**config.mk**
```make
export PLATFORM = sky130hd
export DESIGN_NAME = serving_mem_sched
export DESIGN_NICKNAME = d
export VERILOG_FILES = /design/src/rtl/serving_sched_pkg.sv /design/src/rtl/serving_rr_pick.sv /design/src/rtl/serving_mem_sched.sv
export SDC_FILE = /design/constraint.sdc
export NUM_CORES = 1
export LEC_CHECK = 0
export BUFFER_PORTS_ARGS = -buffer_cell sky130_fd_sc_hd__clkbuf_2
export CAP_MARGIN = 20
export CORE_ASPECT_RATIO = 0.5
export CORE_UTILIZATION = 40
export CTS_BUF_LIST = sky130_fd_sc_hd__clkbuf_4 sky130_fd_sc_hd__clkbuf_8
export CTS_CLUSTER_DIAMETER = 50
export DETAILED_ROUTE_END_ITERATION = 12
export GPL_ROUTABILITY_DRIVEN = 0
export PLACE_DENSITY = 0.76
export SYNTH_ARGS = -nofsm -noshare
export SYNTH_HDL_FRONTEND = slang
export SYNTH_SLANG_ARGS = --single-unit
```
**constraint.sdc**
```tcl
create_clock -name i_clk -period 2.3 [get_ports i_clk]
set_clock_uncertainty 0.2 [all_clocks]
set_input_delay 0.345 -clock i_clk [delete_from_list [all_inputs] [get_ports i_clk]]
set_output_delay 0.345 -clock i_clk [all_outputs]
set_load 0.005 [all_outputs]
```
**src/rtl/serving_sched_pkg.sv**
```systemverilog
// rtl/serving_sched_pkg.sv - shared master indices, state encoding and grant helpers for the serving RAM scheduler
package serving_sched_pkg;

  localparam int GW = 2;

  localparam logic [GW-1:0] M_IBUS = 2'd0;
  localparam logic [GW-1:0] M_DBUS = 2'd1;
  localparam logic [GW-1:0] M_DMA  = 2'd2;

  typedef enum logic [1:0] {
    IDLE   = 2'd0,
    ACTIVE = 2'd1,
    DONE   = 2'd2
  } state_e;

  function automatic logic [GW-1:0] gnt_idx(input logic [2:0] oh);
    logic [GW-1:0] idx;
    idx = M_IBUS;
    if (oh[M_DBUS]) idx = M_DBUS;
    if (oh[M_DMA])  idx = M_DMA;
    return idx;
  endfunction

endpackage

```
**src/rtl/serving_rr_pick.sv**
```systemverilog
// rtl/serving_rr_pick.sv - combinational 3-way round-robin picker; the master after i_last wins first
module serving_rr_pick
  import serving_sched_pkg::*;
(
  input  logic [2:0]    i_req,
  input  logic [GW-1:0] i_last,
  output logic [2:0]    o_gnt,
  output logic          o_valid
);

  always_comb begin
    o_gnt = '0;
    case (i_last)
      M_IBUS: begin
        if (i_req[M_DBUS])      o_gnt[M_DBUS] = 1'b1;
        else if (i_req[M_DMA])  o_gnt[M_DMA]  = 1'b1;
        else if (i_req[M_IBUS]) o_gnt[M_IBUS] = 1'b1;
      end
      M_DBUS: begin
        if (i_req[M_DMA])       o_gnt[M_DMA]  = 1'b1;
        else if (i_req[M_IBUS]) o_gnt[M_IBUS] = 1'b1;
        else if (i_req[M_DBUS]) o_gnt[M_DBUS] = 1'b1;
      end
      default: begin
        if (i_req[M_IBUS])      o_gnt[M_IBUS] = 1'b1;
        else if (i_req[M_DBUS]) o_gnt[M_DBUS] = 1'b1;
        else if (i_req[M_DMA])  o_gnt[M_DMA]  = 1'b1;
      end
    endcase
  end

  assign o_valid = |i_req;

endmodule

```
**src/rtl/serving_mem_sched.sv**
```systemverilog
// rtl/serving_mem_sched.sv - round-robin arbiter sharing the serving RAM port between ibus, dbus and DMA
module serving_mem_sched
  import serving_sched_pkg::*;
#(
  parameter int AW      = 32,
  parameter int TIMEOUT = 64,
  localparam int TW     = (TIMEOUT > 0) ? $clog2(TIMEOUT + 1) : 1
) (
  input  logic          i_clk,
  input  logic          i_rst_n,
  input  logic [AW-1:0] i_ibus_adr,
  input  logic          i_ibus_stb,
  output logic [31:0]   o_ibus_rdt,
  output logic          o_ibus_ack,
  input  logic [AW-1:0] i_dbus_adr,
  input  logic [31:0]   i_dbus_dat,
  input  logic [3:0]    i_dbus_sel,
  input  logic          i_dbus_we,
  input  logic          i_dbus_stb,
  output logic [31:0]   o_dbus_rdt,
  output logic          o_dbus_ack,
  input  logic [AW-1:0] i_dma_adr,
  input  logic [31:0]   i_dma_dat,
  input  logic [3:0]    i_dma_sel,
  input  logic          i_dma_we,
  input  logic          i_dma_stb,
  output logic [31:0]   o_dma_rdt,
  output logic          o_dma_ack,
  output logic [AW-1:0] o_mem_adr,
  output logic [31:0]   o_mem_dat,
  output logic [3:0]    o_mem_sel,
  output logic          o_mem_we,
  output logic          o_mem_stb,
  input  logic [31:0]   i_mem_rdt,
  input  logic          i_mem_ack,
  output logic          o_err
);

  localparam logic [TW-1:0] CNT_LAST = TW'((TIMEOUT > 0) ? TIMEOUT - 1 : 0);

  state_e        state_q, state_d;
  logic [GW-1:0] last_q, last_d;
  logic [GW-1:0] gnt_q, gnt_d;
  logic [AW-1:0] adr_q, adr_d;
  logic [31:0]   dat_q, dat_d;
  logic [3:0]    sel_q, sel_d;
  logic          we_q, we_d;
  logic [TW-1:0] cnt_q, cnt_d;
  logic [31:0]   ibus_rdt_q, ibus_rdt_d;
  logic [31:0]   dbus_rdt_q, dbus_rdt_d;
  logic [31:0]   dma_rdt_q, dma_rdt_d;
  logic [2:0]    ack_q, ack_d;
  logic          err_q, err_d;

  logic [2:0]    pick_gnt;
  logic          pick_valid;
  logic [GW-1:0] pick_idx;
  logic          timeout_hit;
  logic [31:0]   done_rdt;

  serving_rr_pick u_pick (
    .i_req   ({i_dma_stb, i_dbus_stb, i_ibus_stb}),
    .i_last  (last_q),
    .o_gnt   (pick_gnt),
    .o_valid (pick_valid)
  );

  assign pick_idx    = gnt_idx(pick_gnt);
  assign timeout_hit = (TIMEOUT != 0) && (cnt_q == CNT_LAST);
  // Ack takes precedence over a timeout landing in the same cycle.
  assign done_rdt    = i_mem_ack ? i_mem_rdt : 32'h0;

  always_comb begin
    state_d    = state_q;
    last_d     = last_q;
    gnt_d      = gnt_q;
    adr_d      = adr_q;
    dat_d      = dat_q;
    sel_d      = sel_q;
    we_d       = we_q;
    cnt_d      = cnt_q;
    ibus_rdt_d = ibus_rdt_q;
    dbus_rdt_d = dbus_rdt_q;
    dma_rdt_d  = dma_rdt_q;
    ack_d      = '0;
    err_d      = 1'b0;

    case (state_q)
      IDLE: begin
        if (pick_valid) begin
          gnt_d   = pick_idx;
          last_d  = pick_idx;
          cnt_d   = '0;
          state_d = ACTIVE;
          case (pick_idx)
            M_DBUS: begin
              adr_d = i_dbus_adr;
              dat_d = i_dbus_dat;
              sel_d = i_dbus_sel;
              we_d  = i_dbus_we;
            end
            M_DMA: begin
              adr_d = i_dma_adr;
              dat_d = i_dma_dat;
              sel_d = i_dma_sel;
              we_d  = i_dma_we;
            end
            default: begin
              adr_d = i_ibus_adr;
              dat_d = 32'h0;
              sel_d = 4'hf;
              we_d  = 1'b0;
            end
          endcase
        end
      end
      ACTIVE: begin
        if (i_mem_ack || timeout_hit) begin
          state_d = DONE;
          cnt_d   = '0;
          ack_d   = 3'b001 << gnt_q;
          err_d   = !i_mem_ack;
          case (gnt_q)
            M_DBUS:  dbus_rdt_d = done_rdt;
            M_DMA:   dma_rdt_d  = done_rdt;
            default: ibus_rdt_d = done_rdt;
          endcase
        end else begin
          cnt_d = cnt_q + TW'(1);
        end
      end
      DONE: begin
        state_d = IDLE;
      end
      default: begin
        state_d = IDLE;
      end
    endcase
  end

  always_ff @(posedge i_clk or negedge i_rst_n) begin
    if (!i_rst_n) begin
      state_q    <= IDLE;
      last_q     <= M_DMA;
      gnt_q      <= M_IBUS;
      adr_q      <= '0;
      dat_q      <= '0;
      sel_q      <= '0;
      we_q       <= 1'b0;
      cnt_q      <= '0;
      ibus_rdt_q <= '0;
      dbus_rdt_q <= '0;
      dma_rdt_q  <= '0;
      ack_q      <= '0;
      err_q      <= 1'b0;
    end else begin
      state_q    <= state_d;
      last_q     <= last_d;
      gnt_q      <= gnt_d;
      adr_q      <= adr_d;
      dat_q      <= dat_d;
      sel_q      <= sel_d;
      we_q       <= we_d;
      cnt_q      <= cnt_d;
      ibus_rdt_q <= ibus_rdt_d;
      dbus_rdt_q <= dbus_rdt_d;
      dma_rdt_q  <= dma_rdt_d;
      ack_q      <= ack_d;
      err_q      <= err_d;
    end
  end

  assign o_mem_stb  = (state_q == ACTIVE);
  assign o_mem_adr  = adr_q;
  assign o_mem_dat  = dat_q;
  assign o_mem_sel  = sel_q;
  assign o_mem_we   = we_q;
  assign o_ibus_rdt = ibus_rdt_q;
  assign o_dbus_rdt = dbus_rdt_q;
  assign o_dma_rdt  = dma_rdt_q;
  assign o_ibus_ack = ack_q[M_IBUS];
  assign o_dbus_ack = ack_q[M_DBUS];
  assign o_dma_ack  = ack_q[M_DMA];
  assign o_err      = err_q;

endmodule
```
==> impl_metrics.ini <==
[setup_path]
crit_chain = and2b_4 -> buf_4 -> and3_1 -> a2111oi_2 -> o21ai_1
critical-path-max-stage-delay_ns = 0.62
crit_fanout = 29
crit_path_end_kind = flop
cp_data_arrival_time_ns = 2.24
crit_path_start_kind = flop
cpMaxStageDelayCell = dfstp_2
crit_type = flop to flop
cp.required_ns = 2.42

[power]
peakVddDrop_uv = 502
leakage_uw = 0.00626
finalPower_uw = 13600
power_density_nw_per_um2 = 1110

[timing]
setup_ws_ns = 0.184
relSlewSlack_pct = 65.5
fmax_mhz = 473
finalSetupViolCount = 0
hold_slack_ns = 0.0266
worst_pin_slew_ns = 0.513
period_share_pct = 92.0
min_period_ns = 2.12
final_hold_viol_count = 0
rsz0062_at_grt = no
drv_slew = 0
fin_tns_setup_ns = 0

[cells_and_area]
finalNetCount = 1479
area_delta_synth_final_pct = 49.3
multi_input_area_um2 = 3190
final_util_pct = 62.1
drive_above_1_share_pct = 37.2
final_common_cell = clkbuf_2
fill_cells = 1533
antenna_cells = 0
seq_area_um2 = 4530
final_cell_mix = clkbuf_2, dfrtp_1, dlygate4sd3_1

[synthesis]
yosysTopAreaCell = dfrtp_1
synth_fp_nets = 975
synth_cells = 763
synth_area_leaders = dfrtp_1, a22o_1, a2111oi_2, o21ai_0, nand2_1
post_synth.cell_area_avg_um2 = 10.8
ys.flop_type = dfrtp_1
yosysTopAreaCellShare_pct = 54.7
synth_edf_count = 0
seq_area_frac_synth_pct = 55.0
synth_area_um2 = 8240
synth_cell_types = 43
ys_async_sr_fraction_pct = 100
yosysWarnings = 0
ys_ff_latch = 181

[clock_tree]
cts_tree = built
cts.sinks = 181
ctsRootBufferMaster = clkbuf_8
clock_path_buffers = 2
clk_latency_ns = 0.44
htreeDepth = 4
cts_made_buffers = 17
cts_resized = 0
clk_pin_slew_worst_paths_ns = 0.10
cts_hold_buf = 150
post_cts_buffers = 0

[place]
dp_hpwl_um = 17900
portBuffers = 377
post-place-ws_ns = 0.261

[worst_hold_path]
hp-class = input port to flop

[floorplan]
io_pins = 378
num_rows = 36
die_height_um = 103
start_util_pct = 41.6
die-area_um2 = 21200
fp.coreArea_um2 = 19800
die_w_um = 205

[global_routing]
grt_util_all_layers_pct = 26.7
grt_pass1_vias = 8706
grt_max_degree = 67
grt-ovfl-total = 0
grt_first_pass_wirelength_um = 43900
antenna_found_initial = 0

[detailed_routing]
viasPerCell = 5.52
totalWireLength_um = 29200
vias = 8526
ant_nets = 0
drt_iter0_markers = 501
firstDrtPassIters = 5
drc = 0
wl_per_cell_um = 18.9

[flow_run]
max-cap-violations = 0

[outcome]
status = finished, final reports clean
area by class of cell:
class / instances / area share, %
sequential: 181 / 36.8
timing repair buffer: 555 / 30.1
multi-input combinational: 473 / 25.9
tap: 266 / 2.71
clock buffer: 17 / 1.90
clock inverter: 14 / 1.29
inverter: 39 / 1.19
path summary, 6_finish.rpt:
| kind | end | startpoint | depth (start not counted) | slack, ns |
|---|---|---|---|---|
| max in group asynchronous | o_mem_dat[24]$_DFFE_PN0P_ | i_rst_n | 3 | 1.05 |
| worst min register to register | o_mem_dat[0]$_DFFE_PN0P_ | o_mem_dat[0]$_DFFE_PN0P_ | 2 | 0.29 |
| worst min-delay path | o_mem_dat[30]$_DFFE_PN0P_ | i_dbus_dat[30] | 3 | 0.03 |
| worst max register to register | o_mem_adr[21]$_DFFE_PN0P_ | last_q[1]$_DFFE_PN1P_ | 5 | 0.18 |
| min in group asynchronous | o_dma_rdt[4]$_DFFE_PN0P_ | i_rst_n | 2 | 0.20 |
| worst max-delay path | o_mem_adr[21]$_DFFE_PN0P_ | last_q[1]$_DFFE_PN1P_ | 5 | 0.18 |
metal layers:
metal	GRT usage [%]	wire length, µm
met5	0	0
met4	16.2	1400
met3	5.95	1850
met2	45.4	14500
met1	31.6	11400
metrics by stage:
| step | cells | cell area (µm²) |
|---|---|---|
| finish | 1545 | 12300 |
| global route | 1545 | 12300 |
| detailed placement | 1363 | 10400 |
| CTS | 1544 | 12300 |
| floorplan | 763 | 8240 |
| global placement | 1363 | 10400 |
cell families after synthesis:
kind of cell / count (synthesis) / share of synthesized area, %
buf+inv: 109 / 6.41
flops: 181 / 55.0
simple gates: 152 / 8.76
fa+ha+maj: 4 / 0.607
compound gates: 317 / 29.2
cell usage after synthesis (10+ instances only):
master and count:
a2111oi_2 32, a21oi_1 36, a22o_1 97, a22oi_1 33, and3_1 34, buf_2 31
buf_6 10, clkbuf_1 24, dfrtp_1 180, inv_1 38, nand2_1 85, nor2_1 12
o21ai_0 65, o21ai_1 39
where the power goes:
part	internal [µW]	total, µW	switching, µW
Combinational	2840	5960	3120
Clock	899	2170	1270
Sequential	4600	5500	896
Total	8340	13600	5280
flip-flops by register name (all words and copies together) (netlist names):
name / cells
cnt_q: 7
o_mem_we: 1
last_q: 2
ack_q: 3
o_err: 1
o_dbus_rdt: 32
o_mem_sel: 4
o_dma_rdt: 32
o_ibus_rdt: 32
o_mem_dat: 32
state_q: 2
gnt_q: 1
o_mem_adr: 32
worst max-delay path: cells and delay by family (launching register included):
family / cells / cell delay, ns
flip-flops: 1 / 0.62
AND/OR/NAND/NOR: 2 / 0.48
buffers and inverters: 1 / 0.23
AO/OA/AOI/OAI: 2 / 0.45
Power figures use the tool's default switching activity.
